===== src/rtl/tpu_pkg.sv =====
// Shared systolic-array definitions: default element width, per-matrix and
// per-bank element counts, and the row-major element index helper.
package tpu_pkg;

    localparam int DEFAULT_DATA_W = 8;

    // Elements in one N x N matrix.
    function automatic int elems(input int n);
        return n * n;
    endfunction

    // Slots in one operand bank: a weight matrix followed by an input matrix.
    function automatic int slots(input int n);
        return 2 * n * n;
    endfunction

    // Row-major position of element (r, c) in an N x N matrix.
    function automatic int elem_idx(input int r, input int c, input int n);
        return r * n + c;
    endfunction

endpackage


===== src/rtl/operand_buffer_if.sv =====
// Load stream and operand read-out bundle between the host loader, the
// operand buffer and the MAC array.
interface operand_buffer_if #(
    parameter int N      = 2,
    parameter int DATA_W = 8
);
    localparam int CNT_W = $clog2(2 * N * N + 1);

    logic                     in_valid;
    logic                     in_ready;
    logic [DATA_W-1:0]        in_data;
    logic                     consume;
    logic                     operands_valid;
    logic [N*N*DATA_W-1:0]    weights;
    logic [N*N*DATA_W-1:0]    inputs;
    logic [CNT_W-1:0]         fill_count;

    // Loader/array side.
    modport master (
        output in_valid, in_data, consume,
        input  in_ready, operands_valid, weights, inputs, fill_count
    );

    // Buffer side.
    modport slave (
        input  in_valid, in_data, consume,
        output in_ready, operands_valid, weights, inputs, fill_count
    );

endinterface


===== src/rtl/operand_bank.sv =====
// One operand bank: 2*N*N element slots (weights first, then inputs), written
// one slot per cycle and read as two flat row-major matrix vectors.
module operand_bank
    import tpu_pkg::*;
#(
    parameter int N      = 2,
    parameter int DATA_W = DEFAULT_DATA_W,
    localparam int IDX_W = $clog2(2 * N * N)
) (
    input  logic                  clk,
    input  logic                  rst,
    input  logic                  wr_en,
    input  logic [IDX_W-1:0]      wr_idx,
    input  logic [DATA_W-1:0]     wr_data,
    output logic [N*N*DATA_W-1:0] weights,
    output logic [N*N*DATA_W-1:0] inputs
);
    localparam int ELEMS = elems(N);
    localparam int SLOTS = slots(N);

    logic [DATA_W-1:0] mem [SLOTS];

    // NOTE: the storage is reset deliberately; a load cut short by reset must
    // never leave stale bytes that a later set could expose.
    // NOTE: sequential state is assigned with <= so every flop samples the
    // pre-edge values regardless of statement order.
    always_ff @(posedge clk) begin
        if (rst) begin
            for (int i = 0; i < SLOTS; i++) begin
                mem[i] <= '0;
            end
        end else if (wr_en) begin
            mem[wr_idx] <= wr_data;
        end
    end

    // NOTE: both vectors get a full default before the loop so no bit can be
    // left unassigned on some path and infer a latch.
    always_comb begin
        weights = '0;
        inputs  = '0;
        for (int r = 0; r < N; r++) begin
            for (int c = 0; c < N; c++) begin
                weights[elem_idx(r, c, N)*DATA_W +: DATA_W] = mem[elem_idx(r, c, N)];
                inputs[elem_idx(r, c, N)*DATA_W +: DATA_W]  = mem[ELEMS + elem_idx(r, c, N)];
            end
        end
    end

endmodule


===== src/rtl/operand_buffer.sv =====
// Double-buffered N x N weight/input operand store fed by a byte-serial stream.
// Define OPERAND_BUFFER_DOUBLE_BUF_EN for two banks; otherwise one bank only.
module operand_buffer
    import tpu_pkg::*;
#(
    parameter int N      = 2,
    parameter int DATA_W = DEFAULT_DATA_W
) (
    input  logic            clk,
    input  logic            rst,
    operand_buffer_if.slave bus
);
    localparam int ELEMS = elems(N);
    localparam int SLOTS = slots(N);
    localparam int PTR_W = $clog2(SLOTS);
    localparam int CNT_W = $clog2(SLOTS + 1);
`ifdef OPERAND_BUFFER_DOUBLE_BUF_EN
    localparam int NUM_BANKS = 2;
`else
    localparam int NUM_BANKS = 1;
`endif

    logic [PTR_W-1:0]        wr_ptr;
    logic [1:0]              bank_full;
    logic [1:0]              bank_full_nxt;
    logic                    load_bank;
    logic                    rd_bank;
    logic                    in_ready;
    logic                    operands_valid;
    logic                    accept;
    logic                    last_beat;
    logic                    release_bank;
    logic [ELEMS*DATA_W-1:0] bank_w [NUM_BANKS];
    logic [ELEMS*DATA_W-1:0] bank_i [NUM_BANKS];
    logic [ELEMS*DATA_W-1:0] sel_w;
    logic [ELEMS*DATA_W-1:0] sel_i;

    assign in_ready       = !bank_full[load_bank];
    assign operands_valid = bank_full[rd_bank];
    assign accept         = bus.in_valid && in_ready;
    assign last_beat      = (wr_ptr == PTR_W'(SLOTS - 1));
    assign release_bank   = bus.consume && operands_valid;

    // Filling and releasing always hit different banks (one is full, the
    // other is not), so both updates can apply in the same cycle.
    always_comb begin
        bank_full_nxt = bank_full;
        if (accept && last_beat) begin
            bank_full_nxt[load_bank] = 1'b1;
        end
        if (release_bank) begin
            bank_full_nxt[rd_bank] = 1'b0;
        end
    end

    always_ff @(posedge clk) begin
        if (rst) begin
            wr_ptr    <= '0;
            bank_full <= '0;
        end else begin
            bank_full <= bank_full_nxt;
            if (accept) begin
                wr_ptr <= last_beat ? '0 : wr_ptr + 1'b1;
            end
        end
    end

`ifdef OPERAND_BUFFER_DOUBLE_BUF_EN
    always_ff @(posedge clk) begin
        if (rst) begin
            load_bank <= 1'b0;
            rd_bank   <= 1'b0;
        end else begin
            if (accept && last_beat) begin
                load_bank <= !load_bank;
            end
            if (release_bank) begin
                rd_bank <= !rd_bank;
            end
        end
    end

    assign sel_w = bank_w[rd_bank];
    assign sel_i = bank_i[rd_bank];
`else
    // Single bank: loading and reading share bank 0, so in_ready falls
    // whenever the operands are valid.
    assign load_bank = 1'b0;
    assign rd_bank   = 1'b0;
    assign sel_w     = bank_w[0];
    assign sel_i     = bank_i[0];
`endif

    for (genvar b = 0; b < NUM_BANKS; b++) begin : g_bank
        logic wr_en;
        assign wr_en = accept && (load_bank == 1'(b));

        operand_bank #(
            .N      (N),
            .DATA_W (DATA_W)
        ) u_bank (
            .clk     (clk),
            .rst     (rst),
            .wr_en   (wr_en),
            .wr_idx  (wr_ptr),
            .wr_data (bus.in_data),
            .weights (bank_w[b]),
            .inputs  (bank_i[b])
        );
    end

    // Operand vectors read as zero unless the active bank holds a full set.
    assign bus.in_ready       = in_ready;
    assign bus.operands_valid = operands_valid;
    assign bus.weights        = operands_valid ? sel_w : '0;
    assign bus.inputs         = operands_valid ? sel_i : '0;
    assign bus.fill_count     = CNT_W'(wr_ptr);

endmodule


===== src/flat_wrapper.sv =====
// flat-port wrapper written by rule: the top's interface ports become plain ports
module operand_buffer_flat import tpu_pkg::*;
#(
    parameter int N      = 2,
    parameter int DATA_W = DEFAULT_DATA_W
)
  (clk, rst, bus_in_valid, bus_in_data, bus_consume, bus_in_ready, bus_operands_valid, bus_weights, bus_inputs, bus_fill_count);
  operand_buffer_if #(.N(N), .DATA_W(DATA_W)) bus_i ();
  input  logic clk;
  input  logic rst;
  input wire logic [$bits(bus_i.in_valid)-1:0] bus_in_valid;
  input wire logic [$bits(bus_i.in_data)-1:0] bus_in_data;
  input wire logic [$bits(bus_i.consume)-1:0] bus_consume;
  output wire logic [$bits(bus_i.in_ready)-1:0] bus_in_ready;
  output wire logic [$bits(bus_i.operands_valid)-1:0] bus_operands_valid;
  output wire logic [$bits(bus_i.weights)-1:0] bus_weights;
  output wire logic [$bits(bus_i.inputs)-1:0] bus_inputs;
  output wire logic [$bits(bus_i.fill_count)-1:0] bus_fill_count;
  assign bus_i.in_valid = bus_in_valid;
  assign bus_i.in_data = bus_in_data;
  assign bus_i.consume = bus_consume;
  assign bus_in_ready = bus_i.in_ready;
  assign bus_operands_valid = bus_i.operands_valid;
  assign bus_weights = bus_i.weights;
  assign bus_inputs = bus_i.inputs;
  assign bus_fill_count = bus_i.fill_count;
  operand_buffer #(.N(N), .DATA_W(DATA_W)) u_core (.clk(clk), .rst(rst), .bus(bus_i));
endmodule

===== config.mk =====
export PLATFORM = sky130hd
export DESIGN_NAME = operand_buffer_flat
export DESIGN_NICKNAME = d
export VERILOG_FILES = /design/src/rtl/tpu_pkg.sv /design/src/rtl/operand_buffer_if.sv /design/src/rtl/operand_bank.sv /design/src/rtl/operand_buffer.sv /design/src/flat_wrapper.sv
export SDC_FILE = /design/constraint.sdc
export NUM_CORES = 1
export LEC_CHECK = 0
export BUFFER_PORTS_ARGS = -buffer_cell sky130_fd_sc_hd__buf_2
export CAP_MARGIN = 5
export CORE_MARGIN = 1.5
export CORE_UTILIZATION = 52
export DETAILED_ROUTE_END_ITERATION = 8
export GPL_TIMING_DRIVEN = 1
export PLACE_DENSITY = 0.79
export SYNTH_ARGS = -nofsm -noshare
export SYNTH_HDL_FRONTEND = slang
export SYNTH_SLANG_ARGS = --single-unit

===== constraint.sdc =====
create_clock -name clk -period 1.7 [get_ports clk]
set_input_delay 0.17 -clock clk [delete_from_list [all_inputs] [get_ports clk]]
set_output_delay 0.17 -clock clk [all_outputs]
set_load 0.02 [all_outputs]

==> results of run 1 <==
## synth_stat cells (2+ instances only)
| master | count | share of area (%) |
|---|---|---|
| or2_2 | 8 | 1.6 |
| nor2b_1 | 2 | 0.40 |
| dfxtp_1 | 4 | 2.6 |
| nand2b_1 | 2 | 0.40 |
| and2_1 | 128 | 26 |
| nor2_1 | 8 | 0.96 |
| nor4_2 | 2 | 0.80 |
| ha_1 | 2 | 0.80 |
| edfxtp_1 | 64 | 62 |
| clkbuf_1 | 8 | 0.96 |
| nor3_2 | 3 | 0.96 |
| mux2i_1 | 3 | 0.96 |
## cells by family after synthesis
kind of cell,count (synthesis),synth area share [%]
AOI/OAI and AO/OA,1,0.201
adders and majority gates,2,0.803
buffers and inverters,11,1.49
DFF,68,64.2
muxes,3,0.964
other,1,0.120
and+or+nand+nor,157,32.2
## stage by stage
step	area [um2]	power (mW)	util, %
floorplan	3120	2.03	-
global route	3880	3.58	66.3
detailed placement	3660	2.11	62.5
global placement	3660	2.10	62.5
finish	3880	3.48	66.3
CTS	3870	3.50	66.2
## metal layers
metal,up-vias,track usage (%),part of all wire [%]
met5,-,0,0
met4,0,11.4,2.5
met3,14,4.32,5.6
met2,59,32.0,50
met1,894,23.4,42
li1,994,-,-
## flip-flops by register name, indices dropped and copies added (netlist names)
signal / cells
u_core.g_bank.u_bank.mem: 64
u_core.bank_full: 1
u_core.wr_ptr: 3
## worst min-delay path, cell delays in order
cell and delay, ps:
buf_2 70, nor2b_1 30, a31oi_1 120, nor2_1 50
## where the power goes
group	total (mW)	switching, mW	leakage (nW)	internal [mW]
registers	1.93	0.0268	0.696	1.90
logic	0.145	0.0971	0.980	0.0475
clock network	1.41	0.589	0.0989	0.817
## worst max path at each step
stage                                         to  slack, ps              from
6_report       u_core.g_bank[0].u_bank.mem[1][7]        120  u_core.wr_ptr[0]
5_1_grt        u_core.g_bank[0].u_bank.mem[1][7]         30  u_core.wr_ptr[0]
4_1_cts        u_core.g_bank[0].u_bank.mem[5][4]        130  u_core.wr_ptr[0]
3_5_place_dp   u_core.g_bank[0].u_bank.mem[5][2]        140  u_core.wr_ptr[0]
3_3_place_gp   u_core.g_bank[0].u_bank.mem[5][7]        230  u_core.wr_ptr[0]
2_1_floorplan  u_core.g_bank[0].u_bank.mem[4][0]         50  u_core.wr_ptr[2]
## final cells by class
| type | count | area, um2 |
|---|---|---|
| fillers | 444 | 1970 |
| clock inverters | 7 | 91.3 |
| multi-input cells | 164 | 1070 |
| inverters | 1 | 3.75 |
| repair buffers | 90 | 488 |
| clock buffers | 9 | 124 |
| flip-flops and latches | 68 | 2000 |
| well taps | 75 | 93.8 |
## repair_timing
action	4_1_cts	5_1_grt
buffers inserted	0	0
endpoints found under the setup margin	0	8
gates resized for setup	0	1
==> qor.txt, run 1 <==
Placer Congestion -> 0.759
hold path start -> bus_consume
hold_buf cts -> 0
crit-path max cell delay -> 510 ps
Pwr per Cell Area -> 897 nW/um2
Total Die Area -> 6470 um2
Critical Path Stages -> 3
Final setup viols -> 0
Max Cap Viol -> 0
Clock Tree Root -> clkbuf_8
Startpoint Class -> flop
Placeable Area -> 5850 um2
Cell Area, Synth -> 3120 um2
slowest stage cell, crit path -> dfxtp_1
Worst Setup End Kind -> flop
Clock transition at path regs -> 70 ps
sequential area share after synthesis -> 64.2%
iteration count of the initial detailed-routing pass -> 4
final worst path period share -> 92.9%
hpwl dp -> 3.96 mm
Post-Place Worst Slack -> 143 ps
FP Rows -> 28
unrepaired setup endpoints after global routing -> no
R2R Path End -> u_core.g_bank[0].u_bank.mem[1][7]
gr usage total -> 19.4%
post-layout min period -> 1580 ps
ys flop type -> edfxtp_1
Placed Cells incl. Taps -> 398
Syn Area/Cell -> 12.8 um2
first-pass GRT wire length -> 8.79 mm
worst skew pair latency -> 340 ps
largest net degree at the start of global routing -> 73
Via Count -> 1961
most frequent cells in the layout -> and2_1, buf_2, edfxtp_1, clkbuf_8, buf_4
maximum vdd drop -> 0.557 mV
Max Slew Vio Count -> 0
DRT Wirelength -> 5.82 mm
Hold Slack -> 152 ps
Max H-tree Level -> 3
TritonCTS clock tree -> done
syn nets -> 257
DRT iter0 DRCs -> 47
status -> completed
number of global-route vias before repair -> 1828
kind of critical path -> reg2reg
Post-synth EDFFs -> 64
Synth Instances -> 243
critical-path cell list -> nand3b_1 -> nor4_2 -> or2_2
Pleak -> 1.78 nW
Fmax achieved -> 0.633 GHz
R2R Setup Slk -> 120 ps
non-filler cells, final -> 414
drt drc -> 0
port buffer count -> 80
asr flop ratio synth -> 0%
Crit path max-delay family -> simple AND/OR/NAND/NOR gates
clk sinks -> 68
routed len/inst -> 14.1 um
GRT overflow -> 0
Initial Util -> 53.3%
Clock Tree Buf Depth -> 2
I/O Pins -> 82
setup_tns -> 0 ps
#FFs+latches synth -> 68
worst clock skew -> 8.33 ps
area grow syn2layout -> 24.4%
# diodes -> 0
Hold Path Depth -> 4
Die H -> 80.4 um
die width -> 80.4 um
synth unique cells -> 21
initial antenna violation count -> 0
data required time of the critical path -> 1730 ps
Critical Path AT -> 1610 ps
most common cell after layout, fill and taps aside -> and2_1
Yosys warning total -> 0
crit path max fanout -> 9
Hold Crit Class -> in2reg
Post-DRT Antenna Nets -> 0
Worst Reg-to-Reg Cells -> 3
average via count per standard cell -> 4.74
setup ws final -> 120 ps
Reg2Reg Launch Point -> u_core.wr_ptr[0]
CP bufs+invs -> 0
final hold vios -> 0
total CTS buffers -> 9
Worst Hold End -> u_core.bank_full[0]
NumNets Final -> 348
layout cells sized above 1 -> 35.4%
Power figures use the tool's default switching activity.
==> run 2, diff against run 1 <==
Settings changed: MAX_ROUTING_LAYER set to met4, RECOVER_POWER set to 100.
==> run 2 against run 1 <==
Net effect: total power is 0.22% lower; hold slack gained 7.9 ps; core utilization shrank 1.8 points; clock power barely moved; die area stayed put; clock skew is 0.88 ps lower; critical path depth unchanged; critical path type unchanged; critical endpoint is now u_core.g_bank[0].u_bank.mem[4][3].
==> qor.txt, run 2 (synthesis results as in run 1) <==
status -> completed
initial antenna violation count -> 0 (unchanged)
routed len/inst -> 14.3 um (+2.1%)
R2R Setup Slk -> 110 ps (about the same)
Pleak -> 1.45 nW (-18%)
crit path max fanout -> 8 (-1)
Post-DRT Antenna Nets -> 0 (unchanged)
largest net degree at the start of global routing -> 73 (unchanged)
TritonCTS clock tree -> done
Placed Cells incl. Taps -> 398 (unchanged)
DRT iter0 DRCs -> 67 (+43%)
Reg2Reg Launch Point -> u_core.bank_full[0]
NumNets Final -> 348 (unchanged)
area grow syn2layout -> 21.1%
Pwr per Cell Area -> 920 nW/um2 (+2.6%)
worst skew pair latency -> 340 ps (about the same)
Die H -> 80.4 um (unchanged)
Hold Slack -> 160 ps (+7.86 ps)
unrepaired setup endpoints after global routing -> no
Max Cap Viol -> 0 (unchanged)
kind of critical path -> reg2reg
Hold Crit Class -> in2reg
final worst path period share -> 93.8% (+0.84 points)
Placer Congestion -> 0.769 (+1.3%)
Fmax achieved -> 0.627 GHz (-0.90%)
I/O Pins -> 82 (unchanged)
fill cell total of the finished layout -> 486 (+9.5%)
hpwl dp -> 3.96 mm (unchanged)
worst clock skew -> 7.46 ps (-0.877 ps)
data required time of the critical path -> 1730 ps (about the same)
GRT overflow -> 0 (unchanged)
max-slew headroom at the worst pin -> 66.3%
average via count per standard cell -> 4.77 (+0.61%)
total CTS buffers -> 9 (unchanged)
DRT Wirelength -> 5.94 mm (+2.1%)
Worst Reg-to-Reg Cells -> 3 (unchanged)
Final setup viols -> 0 (unchanged)
Clock Tree Root -> clkbuf_8
drt drc -> 0 (unchanged)
Post-CTS Setup Repair Bufs -> 0 (unchanged)
non-filler cells, final -> 414 (unchanged)
layout cells sized above 1 -> 15.9% (-19 points)
Initial Util -> 53.3% (unchanged)
Max Slew Vio Count -> 0 (unchanged)
most common cell after layout, fill and taps aside -> and2_1
CP Launch Point -> u_core.bank_full[0]
Reg area -> 2000 um2 (about the same)
iteration count of the initial detailed-routing pass -> 4 (unchanged)
gr usage total -> 20.0% (+0.51 points)
Core Util, Final -> 64.5% (-1.8 points)
final hold vios -> 0 (unchanged)
number of global-route vias before repair -> 1828 (unchanged)
# diodes -> 0 (unchanged)
Via Count -> 1973 (+0.61%)
FP Rows -> 28 (unchanged)
Clock Tree Buf Depth -> 2 (unchanged)
biggest regs -> u_core.g_bank.u_bank.mem (64), u_core.wr_ptr (3), u_core.bank_full (1)
Critical Path AT -> 1630 ps (+20 ps)
flip-flop count of the largest register after layout -> 64 (unchanged)
most frequent cells in the layout -> and2_1, clkbuf_1, edfxtp_1, and2_0, buf_2
Max H-tree Level -> 3 (unchanged)
crit path to -> u_core.g_bank[0].u_bank.mem[4][3]
Total Die Area -> 6470 um2 (unchanged)
maximum vdd drop -> 0.558 mV (+0.24%)
post-layout min period -> 1590 ps (+14.3 ps)
worst-margin pin slew -> 502 ps
Largest Register -> u_core.g_bank.u_bank.mem
Clock transition at path regs -> 70 ps (about the same)
area of the multi-input gates -> 1070 um2 (-0.58%)
first-pass GRT wire length -> 8.78 mm (about the same)
Startpoint Class -> flop
die width -> 80.4 um (unchanged)
clk sinks -> 68 (unchanged)
Worst Setup End Kind -> flop
Placeable Area -> 5850 um2 (unchanged)
R2R Path End -> u_core.g_bank[0].u_bank.mem[4][3]
setup_tns -> 0 ps (unchanged)
port buffer count -> 80 (unchanged)
## run 2: changes by cell type in the layout (fill, tap and decap cells not counted), sizes merged
| cell | before | now |
|---|---|---|
| clkbuf | 9 | 73 |
| buf | 90 | 26 |
## run 2: worst max-delay path, stage by stage, from the launching register on
cell	delay [ps]
dfxtp_1	330
nand2b_1	230
nor4_1	420
or2_2	310
## run 2: cell type report
type | count | area share, %
Timing Repair Buffer | 90 | 10.3
Clock inverter | 7 | 2.42
Multi-Input combinational cell | 164 | 28.3
Tap cell | 75 | 2.49
Sequential cell | 68 | 53.1
Inverter | 1 | 0.0995
Clock buffer | 9 | 3.28
## run 2: per-stage QoR
stage | cell area [um2] | power, mW | setup slack, ps
after floorplan | 3120 | 2.03 | 46.2
after global placement | 3660 | 2.10 | 232
after detailed placement | 3660 | 2.11 | 143
after CTS | 3870 | 3.50 | 128
after global routing | 3770 | 3.58 | 18.2
final | 3770 | 3.47 | 106
## run 2: timing repair
action	4_1_cts	5_1_grt
resized for setup	0	1
setup endpoints to repair	0	8
hold buffers	0	0
## run 2: worst min-delay path by stage
stage | startpoint | end | slack (ps) | depth (start not counted)
global placement | bus_consume | u_core.bank_full[0] | 510 | 4
global route | bus_consume | u_core.bank_full[0] | 190 | 4
detailed placement | bus_consume | u_core.bank_full[0] | 510 | 4
finish | bus_consume | u_core.bank_full[0] | 160 | 4
CTS | bus_consume | u_core.bank_full[0] | 140 | 4
floorplan | bus_in_valid | u_core.bank_full[0] | 330 | 2
## run 2: layer usage
metal	global-route usage [%]	up-vias	wire, um
met2	32.1	71	2920
met4	11.4	0	139
met5	-	-	0
met1	23.2	897	2520
met3	4.32	13	364
li1	-	992	-
## run 2: where the power goes
group	total (mW)	internal (mW)	switching, mW	leakage [nW]
Combinational	0.140	0.0425	0.0978	0.657
Clock	1.40	0.817	0.586	0.0989
Sequential	1.93	1.90	0.0267	0.696
